<file path="src/rtl/arb_pkg.sv">
// arb_pkg: shared definitions for the bus arbiter.
//   - arb_state_e : arbiter FSM state encoding (CPU / SWITCH / DMA)
//   - OWN_*       : bus mux select codes driven on owner_o
//   - *_W         : counter widths sized for the largest legal parameter
//                   values (CPU_SLOT, BURST_MAX <= 255, TMO_CYCLES <= 1023)
package arb_pkg;

    typedef enum logic [1:0] {
        ST_CPU    = 2'd0,
        ST_SWITCH = 2'd1,
        ST_DMA    = 2'd2
    } arb_state_e;

    localparam logic [1:0] OWN_CPU  = 2'b00;
    localparam logic [1:0] OWN_DMA0 = 2'b01;
    localparam logic [1:0] OWN_DMA1 = 2'b10;

    // Bits needed to hold the value max_val without wrapping.
    function automatic int unsigned cnt_w(input int unsigned max_val);
        return $clog2(max_val + 1);
    endfunction

    localparam int unsigned SLOT_W  = cnt_w(255);
    localparam int unsigned BURST_W = cnt_w(255);
    localparam int unsigned TMO_W   = cnt_w(1023);

endpackage

</file>
<file path="src/rtl/dma_rr_sel.sv">
// dma_rr_sel: two-way round-robin pick between the DMA masters.
//   clk_p     : clock (rising edge)
//   rst       : asynchronous active-high reset
//   req       : per-master request
//   grant_en  : pulse when a DMA master is actually granted
//   grant_idx : index of the master being granted (0 = DMA0, 1 = DMA1)
//   pick_idx  : combinational winner index
//   pick_any  : at least one master is requesting
module dma_rr_sel (
    input  logic       clk_p,
    input  logic       rst,
    input  logic [1:0] req,
    input  logic       grant_en,
    input  logic       grant_idx,
    output logic       pick_idx,
    output logic       pick_any
);

    // Last-served bookkeeping, stored as the master favoured on a tie
    // (i.e. the one NOT served last). Reset favours DMA0.
    logic prefer_q;

    always_comb begin
        pick_any = |req;
        case (req)
            2'b01:   pick_idx = 1'b0;
            2'b10:   pick_idx = 1'b1;
            2'b11:   pick_idx = prefer_q;
            default: pick_idx = 1'b0;
        endcase
    end

    always_ff @(posedge clk_p or posedge rst) begin
        if (rst) begin
            prefer_q <= 1'b0;
        end else if (grant_en) begin
            prefer_q <= ~grant_idx;
        end
    end

endmodule

</file>
<file path="src/rtl/bus_arbiter.sv">
// bus_arbiter: CPU / 2x DMA bus arbiter with a one-cycle SWITCH gap between
// every ownership change. The CPU always regains the bus after a DMA tenure.
//   wb_clk_i   : bus clock (rising edge)
//   wb_rst_i   : asynchronous active-high reset
//   cpu_cyc_i  : CPU cycle strobe
//   cpu_gnt_o  : CPU grant
//   dma_req_i  : DMA master requests
//   dma_gnt_o  : DMA grants, one-hot or zero
//   bus_ack_i  : global bus acknowledge
//   owner_o    : mux select (00 CPU, 01 DMA0, 10 DMA1)
//   tmo_o      : one-cycle forced-release pulse
//   dbg_state  : current FSM state
// Optional feature: define ARB_TIMEOUT_EN to enable the stall timeout
// (TMO_CYCLES cycles without ack forces a release). Without it tmo_o is 0.
//
// Handshake: a DMA master holds dma_req_i high for its whole cycle; it may
// drive the bus only while its dma_gnt_o bit is high, and each cycle with
// bus_ack_i high while its request is high completes one transfer.
module bus_arbiter
    import arb_pkg::*;
#(
    parameter int unsigned CPU_SLOT   = 4,
    parameter int unsigned BURST_MAX  = 8,
    parameter int unsigned TMO_CYCLES = 255
) (
    input  logic       wb_clk_i,
    input  logic       wb_rst_i,
    input  logic       cpu_cyc_i,
    output logic       cpu_gnt_o,
    input  logic [1:0] dma_req_i,
    output logic [1:0] dma_gnt_o,
    input  logic       bus_ack_i,
    output logic [1:0] owner_o,
    output logic       tmo_o,
    output arb_state_e dbg_state
);

    if (CPU_SLOT < 1 || CPU_SLOT > 255) begin : g_bad_slot
        $error("bus_arbiter: CPU_SLOT out of range 1..255");
    end
    if (BURST_MAX < 1 || BURST_MAX > 255) begin : g_bad_burst
        $error("bus_arbiter: BURST_MAX out of range 1..255");
    end
    if (TMO_CYCLES < 2 || TMO_CYCLES > 1023) begin : g_bad_tmo
        $error("bus_arbiter: TMO_CYCLES out of range 2..1023");
    end

    localparam logic [SLOT_W-1:0]  SLOT_SAT   = SLOT_W'(CPU_SLOT);
    localparam logic [BURST_W-1:0] BURST_SAT  = BURST_W'(BURST_MAX);
    localparam logic [BURST_W-1:0] BURST_LAST = BURST_W'(BURST_MAX - 1);

    arb_state_e         state_q, state_d;
    logic [SLOT_W-1:0]  dwell_q, dwell_d;
    logic [BURST_W-1:0] burst_q, burst_d;
    logic               cpu_gnt_d;
    logic [1:0]         dma_gnt_d;
    logic [1:0]         owner_d;

    logic owner_req;
    logic ack_counted;
    logic pick_idx;
    logic pick_any;
    logic rr_grant;
    logic tmo_fire;

    assign dbg_state = state_q;

    // owner_o holds the granted master for the whole DMA tenure.
    assign owner_req   = (owner_o == OWN_DMA1) ? dma_req_i[1] : dma_req_i[0];
    assign ack_counted = owner_req && bus_ack_i;

    // The pointer moves on the SWITCH->DMA edge, when the grant is issued.
    assign rr_grant = (state_q == ST_SWITCH) && (owner_o != OWN_CPU);

    dma_rr_sel u_rr (
        .clk_p     (wb_clk_i),
        .rst       (wb_rst_i),
        .req       (dma_req_i),
        .grant_en  (rr_grant),
        .grant_idx (owner_o[1]),
        .pick_idx  (pick_idx),
        .pick_any  (pick_any)
    );

`ifdef ARB_TIMEOUT_EN
    localparam logic [TMO_W-1:0] TMO_LAST = TMO_W'(TMO_CYCLES - 1);

    logic [TMO_W-1:0] tmo_q;
    logic             stalled;

    // Stalled: the current owner has an open cycle that is not being acked.
    always_comb begin
        stalled = 1'b0;
        case (state_q)
            ST_CPU:  stalled = cpu_cyc_i && !bus_ack_i;
            ST_DMA:  stalled = owner_req && !bus_ack_i;
            default: stalled = 1'b0;
        endcase
    end

    // Fires on the cycle the count would reach TMO_CYCLES.
    assign tmo_fire = stalled && (tmo_q == TMO_LAST);

    always_ff @(posedge wb_clk_i or posedge wb_rst_i) begin
        if (wb_rst_i) begin
            tmo_q <= '0;
            tmo_o <= 1'b0;
        end else begin
            tmo_o <= tmo_fire;
            if (!stalled || tmo_fire) begin
                tmo_q <= '0;
            end else if (tmo_q < TMO_LAST) begin
                tmo_q <= tmo_q + TMO_W'(1);
            end
        end
    end
`else
    assign tmo_fire = 1'b0;
    assign tmo_o    = 1'b0;
`endif

    always_comb begin
        state_d   = state_q;
        dwell_d   = dwell_q;
        burst_d   = burst_q;
        cpu_gnt_d = cpu_gnt_o;
        dma_gnt_d = dma_gnt_o;
        owner_d   = owner_o;

        case (state_q)
            ST_CPU: begin
                if (dwell_q != SLOT_SAT) begin
                    dwell_d = dwell_q + SLOT_W'(1);
                end
                // A live CPU cycle blocks preemption; only the timeout overrides it.
                if (tmo_fire || (dwell_q == SLOT_SAT && !cpu_cyc_i && pick_any)) begin
                    state_d   = ST_SWITCH;
                    cpu_gnt_d = 1'b0;
                    dma_gnt_d = 2'b00;
                    if (!pick_any) begin
                        owner_d = OWN_CPU;
                    end else if (pick_idx) begin
                        owner_d = OWN_DMA1;
                    end else begin
                        owner_d = OWN_DMA0;
                    end
                end
            end

            ST_SWITCH: begin
                dwell_d = '0;
                burst_d = '0;
                if (owner_o == OWN_CPU) begin
                    state_d   = ST_CPU;
                    cpu_gnt_d = 1'b1;
                end else begin
                    state_d   = ST_DMA;
                    dma_gnt_d = (owner_o == OWN_DMA1) ? 2'b10 : 2'b01;
                end
            end

            ST_DMA: begin
                if (ack_counted && burst_q != BURST_SAT) begin
                    burst_d = burst_q + BURST_W'(1);
                end
                // Request drop, last burst ack and timeout all collapse into
                // one release; the tenure always returns to the CPU.
                if (!owner_req || (ack_counted && burst_q == BURST_LAST) || tmo_fire) begin
                    state_d   = ST_SWITCH;
                    dma_gnt_d = 2'b00;
                    owner_d   = OWN_CPU;
                end
            end

            default: begin
                state_d   = ST_CPU;
                cpu_gnt_d = 1'b1;
                dma_gnt_d = 2'b00;
                owner_d   = OWN_CPU;
            end
        endcase
    end

    always_ff @(posedge wb_clk_i or posedge wb_rst_i) begin
        if (wb_rst_i) begin
            state_q   <= ST_CPU;
            dwell_q   <= SLOT_SAT;
            burst_q   <= '0;
            cpu_gnt_o <= 1'b1;
            dma_gnt_o <= 2'b00;
            owner_o   <= OWN_CPU;
        end else begin
            state_q   <= state_d;
            dwell_q   <= dwell_d;
            burst_q   <= burst_d;
            cpu_gnt_o <= cpu_gnt_d;
            dma_gnt_o <= dma_gnt_d;
            owner_o   <= owner_d;
        end
    end

endmodule
</file>
<file path="config.mk">
export PLATFORM = sky130hd
export DESIGN_NAME = bus_arbiter
export DESIGN_NICKNAME = d
export VERILOG_FILES = /design/src/rtl/arb_pkg.sv /design/src/rtl/dma_rr_sel.sv /design/src/rtl/bus_arbiter.sv
export SDC_FILE = /design/constraint.sdc
export NUM_CORES = 1
export LEC_CHECK = 0
export CAP_MARGIN = 15
export CORE_MARGIN = 4
export CORE_UTILIZATION = 62
export CTS_BUF_LIST = sky130_fd_sc_hd__clkbuf_4 sky130_fd_sc_hd__clkbuf_8
export CTS_CLUSTER_DIAMETER = 60
export DETAILED_ROUTE_END_ITERATION = 8
export GPL_TIMING_DRIVEN = 0
export PLACE_DENSITY = 0.9
export SLEW_MARGIN = 20
export SYNTH_ARGS = -nofsm -noshare
export SYNTH_HDL_FRONTEND = slang
export SYNTH_SLANG_ARGS = --single-unit
</file>
<file path="constraint.sdc">
create_clock -name wb_clk_i -period 4.93 [get_ports wb_clk_i]
set_clock_uncertainty 0.1 [all_clocks]
set_input_delay 0.493 -clock wb_clk_i [delete_from_list [all_inputs] [get_ports wb_clk_i]]
set_output_delay 0.493 -clock wb_clk_i [all_outputs]
set_load 0.02 [all_outputs]
</file>
After elaboration in Yosys (flattened, before gate mapping)

Cells that the tools add are included.

Flip-flop bits (word level): 24
Bits in latches: 0
Memory bits (writable): 0
Memory bits (read-only): 0
Output and inout bits: 8
Logic and storage cells: 70
Memories: 0

Add/subtract/negate cells: 2
Multipliers: 0
Divide/modulo/power cells: 0
Order comparisons: 0
Eq/ne operators: 15
Shifts and indexed selects: 0
Muxes and demuxes: 22
Bitwise operators: 3
Reduce and logical (&&, ||, !) cells: 21

Operators by type and width:

| operator                                      | number |
|---|---|
| case mux 8 bit (2 select lines)               | 2 |
| 2-to-1 mux 2 bit                              | 10 |
| case mux 2 bit (3 select lines)               | 3 |
| adder 8 x 1 -> 8 bit, second input constant   | 2 |
| == test 8 x 3 -> 1 bit, second input constant | 2 |
| 2-to-1 mux 8 bit                              | 2 |
| != test 2 bit, second input constant          | 5 |
| AND reduction 3 bit                           | 3 |
| == test 2 bit, second input constant          | 4 |
| != test 8 x 3 -> 1 bit, second input constant | 1 |
| != test 8 x 4 -> 1 bit, second input constant | 1 |
| logical AND 1 bit                             | 6 |
| AND reduction 2 bit                           | 3 |
| nonzero test 2 bit                            | 3 |
| zero test 2 bit                               | 2 |
| 2-to-1 mux 1 bit                              | 3 |
| inverter 1 bit                                | 3 |
| case mux 1 bit (3 select lines)               | 1 |
| == test 2 x 1 -> 1 bit, second input constant | 1 |
| zero test 1 bit                               | 2 |
| != test 2 x 1 -> 1 bit, second input constant | 1 |
| case mux 1 bit (2 select lines)               | 1 |
| OR reduction 2 bit                            | 1 |
| logical OR 1 bit                              | 1 |

Logic depth before layout (Yosys ltp)

Word-level depth: 7
Gate-level depth with buffers: 7
Depth with buffers taken out: 7

Hierarchy

A second synthesis with hierarchy kept.

Cell total of the unflattened synthesis: 142
Area, all modules: 1312.5 um^2

By module, submodules not included:

| module      | instances | cells an instance | area an instance (um^2) |
|---|---|---|---|
| bus_arbiter | 1         | 135               | 1257.5 |
| dma_rr_sel  | 1         | 7                 | 55.1 |

Worst setup path before layout

OpenSTA, ideal clock, no wires.

Kind: register to register
Start point: reg dwell_q[0]
End point: reg owner_o[0]
Arrival: 1.754 ns
Required time: 4.738 ns
Slack: 2.985 ns
Cell stages (with the launch flop): 7
Buffers on the path: 0
Clock period less this slack: 1.945 ns
Cells stage by stage: dfrtp_1 -> inv_1 -> ha_1 -> or3b_2 -> or3_1 -> nand2b_4 -> o31ai_2

Cells in the longest elaborated chain, start to end: 5

RTL lines:

| item                                 | RTL line           | text |
|---|---|---|
| start: declaration                   | bus_arbiter.sv:53  | `logic [SLOT_W-1:0] dwell_q, dwell_d;` |
| start signal: assignment             | bus_arbiter.sv:194 | `dwell_q <= dwell_d;` |
| == test 8 x 3 -> 1 bit               | bus_arbiter.sv:136 | `if (tmo_fire \|\| (dwell_q == SLOT_SAT && !cpu_cyc_i && pick_any)) begin` |
| logical AND 1 bit (2 in series)      | bus_arbiter.sv:136 |  |
| != test 2 bit (no source line)       | -                  |  |
| AND reduction 3 bit (no source line) | -                  |  |
| end signal: assignment               | bus_arbiter.sv:198 | `owner_o <= owner_d;` |
| end: declaration                     | bus_arbiter.sv:33  | `output logic [1:0] owner_o,` |

No other way between the ends.
A chain may end at the register's enable or synchronous reset.

Worst setup path in the final report

Start point: reg dwell_q[0]
End point: reg owner_o[1]

Same word-level chain as after synthesis.

==> results.md <==
- The hold buffer count at cts is 0.
- The met1 layer usage reported by global route is between 20 and 30%.
- Across all hold checks on the routed design, the worst slack comes to between 300 and 400 ps.
- The area growth from synthesis to layout is 14.18%.
- The post-synthesis cell type count is 38.
- At the end of the flow, the number of nets in the layout was 168.
- After detailed routing, the number of remaining DRC violations is 0.
- In this run the most critical hold path is launched from burst_q[7]$_DFFE_PP0P_.
- In this run the remaining antenna-violating nets after routing total 0.
- The number of antenna diodes in the final layout is 0.
- The worst register-to-register path ends at owner_o[1]$_DFFE_PP0P_.
- Measured along the y axis, the die boundary spans around 55 microns.
- A synthesized cell averages 9.513 sq um.
- Dividing total power by cell area gives a power density of 475.9 mW/mm^2.
- The post-CTS resize count is 0.
- Derived from the worst setup path, the maximum achievable clock frequency is about 470 MHz.
- Among all cell types in the netlist, the one instantiated most often is dfrtp_1.
- For this design the top-level I/O count stands at 14.
- The floorplan step defined a die boundary enclosing 0.002971 sq mm.
- The overall via count from detail_route is 1044.
- The share of cells above drive strength 1 is a little over a tenth.
- The global-route layer with the greatest usage is met2.
- The worst reg-to-reg path cell count is 6.
- The destination of the critical timing path is owner_o[1]$_DFFE_PP0P_.
- The first global-routing pass estimated 4.429 mm of wire.
- For met2 alone, demand over resource in global routing was 35.26%.
- The total count of hold-check failures in the final report came to 0.
- The critical path starts at dwell_q[0]$_DFFE_PP0P_.
- Entering global routing, the biggest net connects 25 pins.
- After synthesis the netlist holds a flip-flop and latch count of 24.
- Yosys mapped a number of flops with a built-in enable equal to 0.
- The cell row count is 16.
- For this run, the total global-route usage over all layers was measured as 20.86%.
- For the pin with the worst max-slew slack, the measured transition is between 800 and 900 ps.
- Setup repair after global routing left no endpoint under its margin.
- The number of sinks on the clock net is 24.
- The post-synthesis cell count is 141.
- The synthesized netlist net count is 151.
- Max-cap violations in this run came to 0.
- The width of the die is 54.51 microns.
- The startpoint kind of the worst setup timing path is a flip-flop.
- The routed wire length is 2.526 mm.
- The total grt overflow is 0.
- The worst hold path belongs to the class flip-flop to flip-flop.
- The sum of negative setup slack is 0 ps.
- The buffer and inverter count on the worst path is 1.
- After detailed routing, the number of vias per cell comes to 5.674.
- The starting density of the core is 67.00%.
- For this run, the number of Yosys warnings is 0.
- The biggest area contributor in the post-synthesis netlist is dfrtp_1.
- Of all nets on the critical path, the largest fanout is 5.
- For this run, the slowest stage of the critical path takes 480 ps.
- The number of global-route vias before repair is 1050.
- Summed over its instances, the top area cell type makes up 41.04% of the synthesized netlist area.
- The share of the clock period used by the worst path is ~43%.
- The floorplan step defined a core boundary enclosing about 0.002 sq mm.
- Clock-pin slew was measured on the worst setup and hold paths at 120 ps.
- For this run, the register share of the synthesized area comes to 44.96%.
- The CTS H-tree depth is 1.
- The initial DRC count is 21.
- The netlist area before placement is 0.001341 sq mm.
- The register-to-register setup slack is roughly 2800 ps.
- Counting buffers and inverters, the worst setup path is 6 cells deep.
- The clock period could shrink to 2128 ps.
- The master of the slowest instance on the critical path is or3b_2.
- The congestion estimate from routability-driven global placement came to between 0.8 and 0.9.
- The arrival time of the worst setup path is 2250 ps.
- The dominant register cell in the synthesized netlist is dfrtp_1.
- TritonCTS created 3 clock buffers.
- The clock tree buffer depth is 2.
- The static leakage is 0.6842 nW.
- For the worst setup path, the data required time is between 5000 and 6000 ps.
- The run finished with clean final reports.
- The number of port buffers is 12.
- The number of max-slew violations in the final report is 0.
- The number of buffers added for setup after CTS is 0.
- The startpoint of the most critical register-to-register path is dwell_q[0]$_DFFE_PP0P_.
- The endpoint kind of the worst setup timing path is a flip-flop.
- On the critical path the largest part of the delay comes from simple AND/OR/NAND/NOR gates.
- The later pin in the worst-skew pair is clocked with a latency of about 300 ps.
- The number of antenna violations at the first check in global routing was 0.
- The type of the setup path with the least slack is flip-flop to flip-flop.
- The met3 routing resource usage after global routing is between 4 and 5%.
- Setup violations remaining at the end of the flow were counted as 0.
- The fraction of registers with async set/reset is 100.0%.
- The number of detailed-route iterations in the first pass is 4.
- The relative slew slack is 42.53%.
- The clock root buffer master is clkbuf_4.
- The worst-case IR drop observed on VDD is 0.0002850 V.
- By area the synthesized netlist is led by dfrtp_1 (41%), nand2_1 (5.6%), xnor2_1 (4.6%), nor2_1 (4.2%), dfstp_2 (3.9%).
- The signal on the critical path passes through inv_1 > ha_1 > or3b_2 > or3_1 > nand2b_4 > o31ai_2.
- After detailed routing, the average wire length per cell comes to 13.73 microns.
- In the synthesized netlist, the cells that appear most often are dfrtp_1 (22), nand2_1 (20), nor2_1 (15).
- TritonCTS built the clock tree.
- The HPWL after detailed placement is just under 2 mm.
## through the flow
step	total power (W)	utilization [%]	instance area, sq um	cells	setup WS, ps
after floorplan	0.0005242	-	1341	141	2985
after global placement	0.0006126	74.69	1495	180	2619
after detailed placement	0.0006286	74.69	1495	180	2562
after CTS	0.0007315	76.50	1531	184	2794
after global routing	0.0007939	76.50	1531	184	2718
final	0.0007289	76.50	1531	184	2802
## cells by family after synthesis
family	Yosys count	share of synthesized area (%)
compound gates	24	12.87
fa+ha+maj	4	3.731
simple gates	65	25.75
flops	24	44.96
mux	4	2.985
other cells	1	0.2796
xor+xnor	8	5.224
buf+inv	11	4.197
## routing by layer
layer | up-vias | part of all wire, % | wire (microns)
li1 | 527 | - | -
met1 | 498 | 47 | 1185
met2 | 15 | 49 | 1233
met3 | 4 | 3.1 | 79
met4 | 0 | 1.1 | 27
met5 | - | 0 | 0
## cells in the final DEF, fill, tap and decap left out, drive strengths merged
cell type	count
dfrtp	22
a32oi	1
ha	4
or3	2
o32ai	2
or4b	1
xor2	1
xnor2	7
dfstp	2
nor3b	3
nand4	1
o21ai	8
or3b	1
nor4b	1
nand2	20
or4	1
nor4	4
o31ai	6
conb	1
nor3	2
inv	7
nand3	6
mux2i	4
nand4b	1
nand2b	3
buf	3
nor2	15
o21bai	1
nand3b	1
clkdlybuf4s50	12
clkbuf	5
and3	2
and4	1
a21oi	6
## flip-flops by register name, summed over array words and instances, names as in the netlist
signal and flops:
cpu_gnt_o 1, dwell_q 8, dbg_state 2, u_rr.prefer_q 1, burst_q 8, dma_gnt_o 2
owner_o 2
## where the power goes
part	leakage (nW)	switching, W	internal [W]
sequential	0.319	0.0000621	0.000249
combinational	0.344	0.000176	0.000141
clock	0.0210	0.0000549	0.0000450
total	0.684	0.000293	0.000435
## worst min path at each step
stage | endpoint | depth (start not counted)
finish | burst_q[7]$_DFFE_PP0P_ | 1
global placement | burst_q[7]$_DFFE_PP0P_ | 1
detailed placement | burst_q[7]$_DFFE_PP0P_ | 1
global route | burst_q[7]$_DFFE_PP0P_ | 1
CTS | burst_q[7]$_DFFE_PP0P_ | 1
floorplan | burst_q[7]$_DFFE_PP0P_ | 1
## final cells by class
type,count,area [sq um]
Clock buffer,4,36.28
Sequential cell,24,603.1
Multi-Input combinational cell,106,681.9
Tap cell,27,33.78
Fill cell,140,470.5
Buffer,4,30.03
Inverter,7,26.28
Timing Repair Buffer,12,120.1
Note: power is estimated with default switching activity, not from simulation.
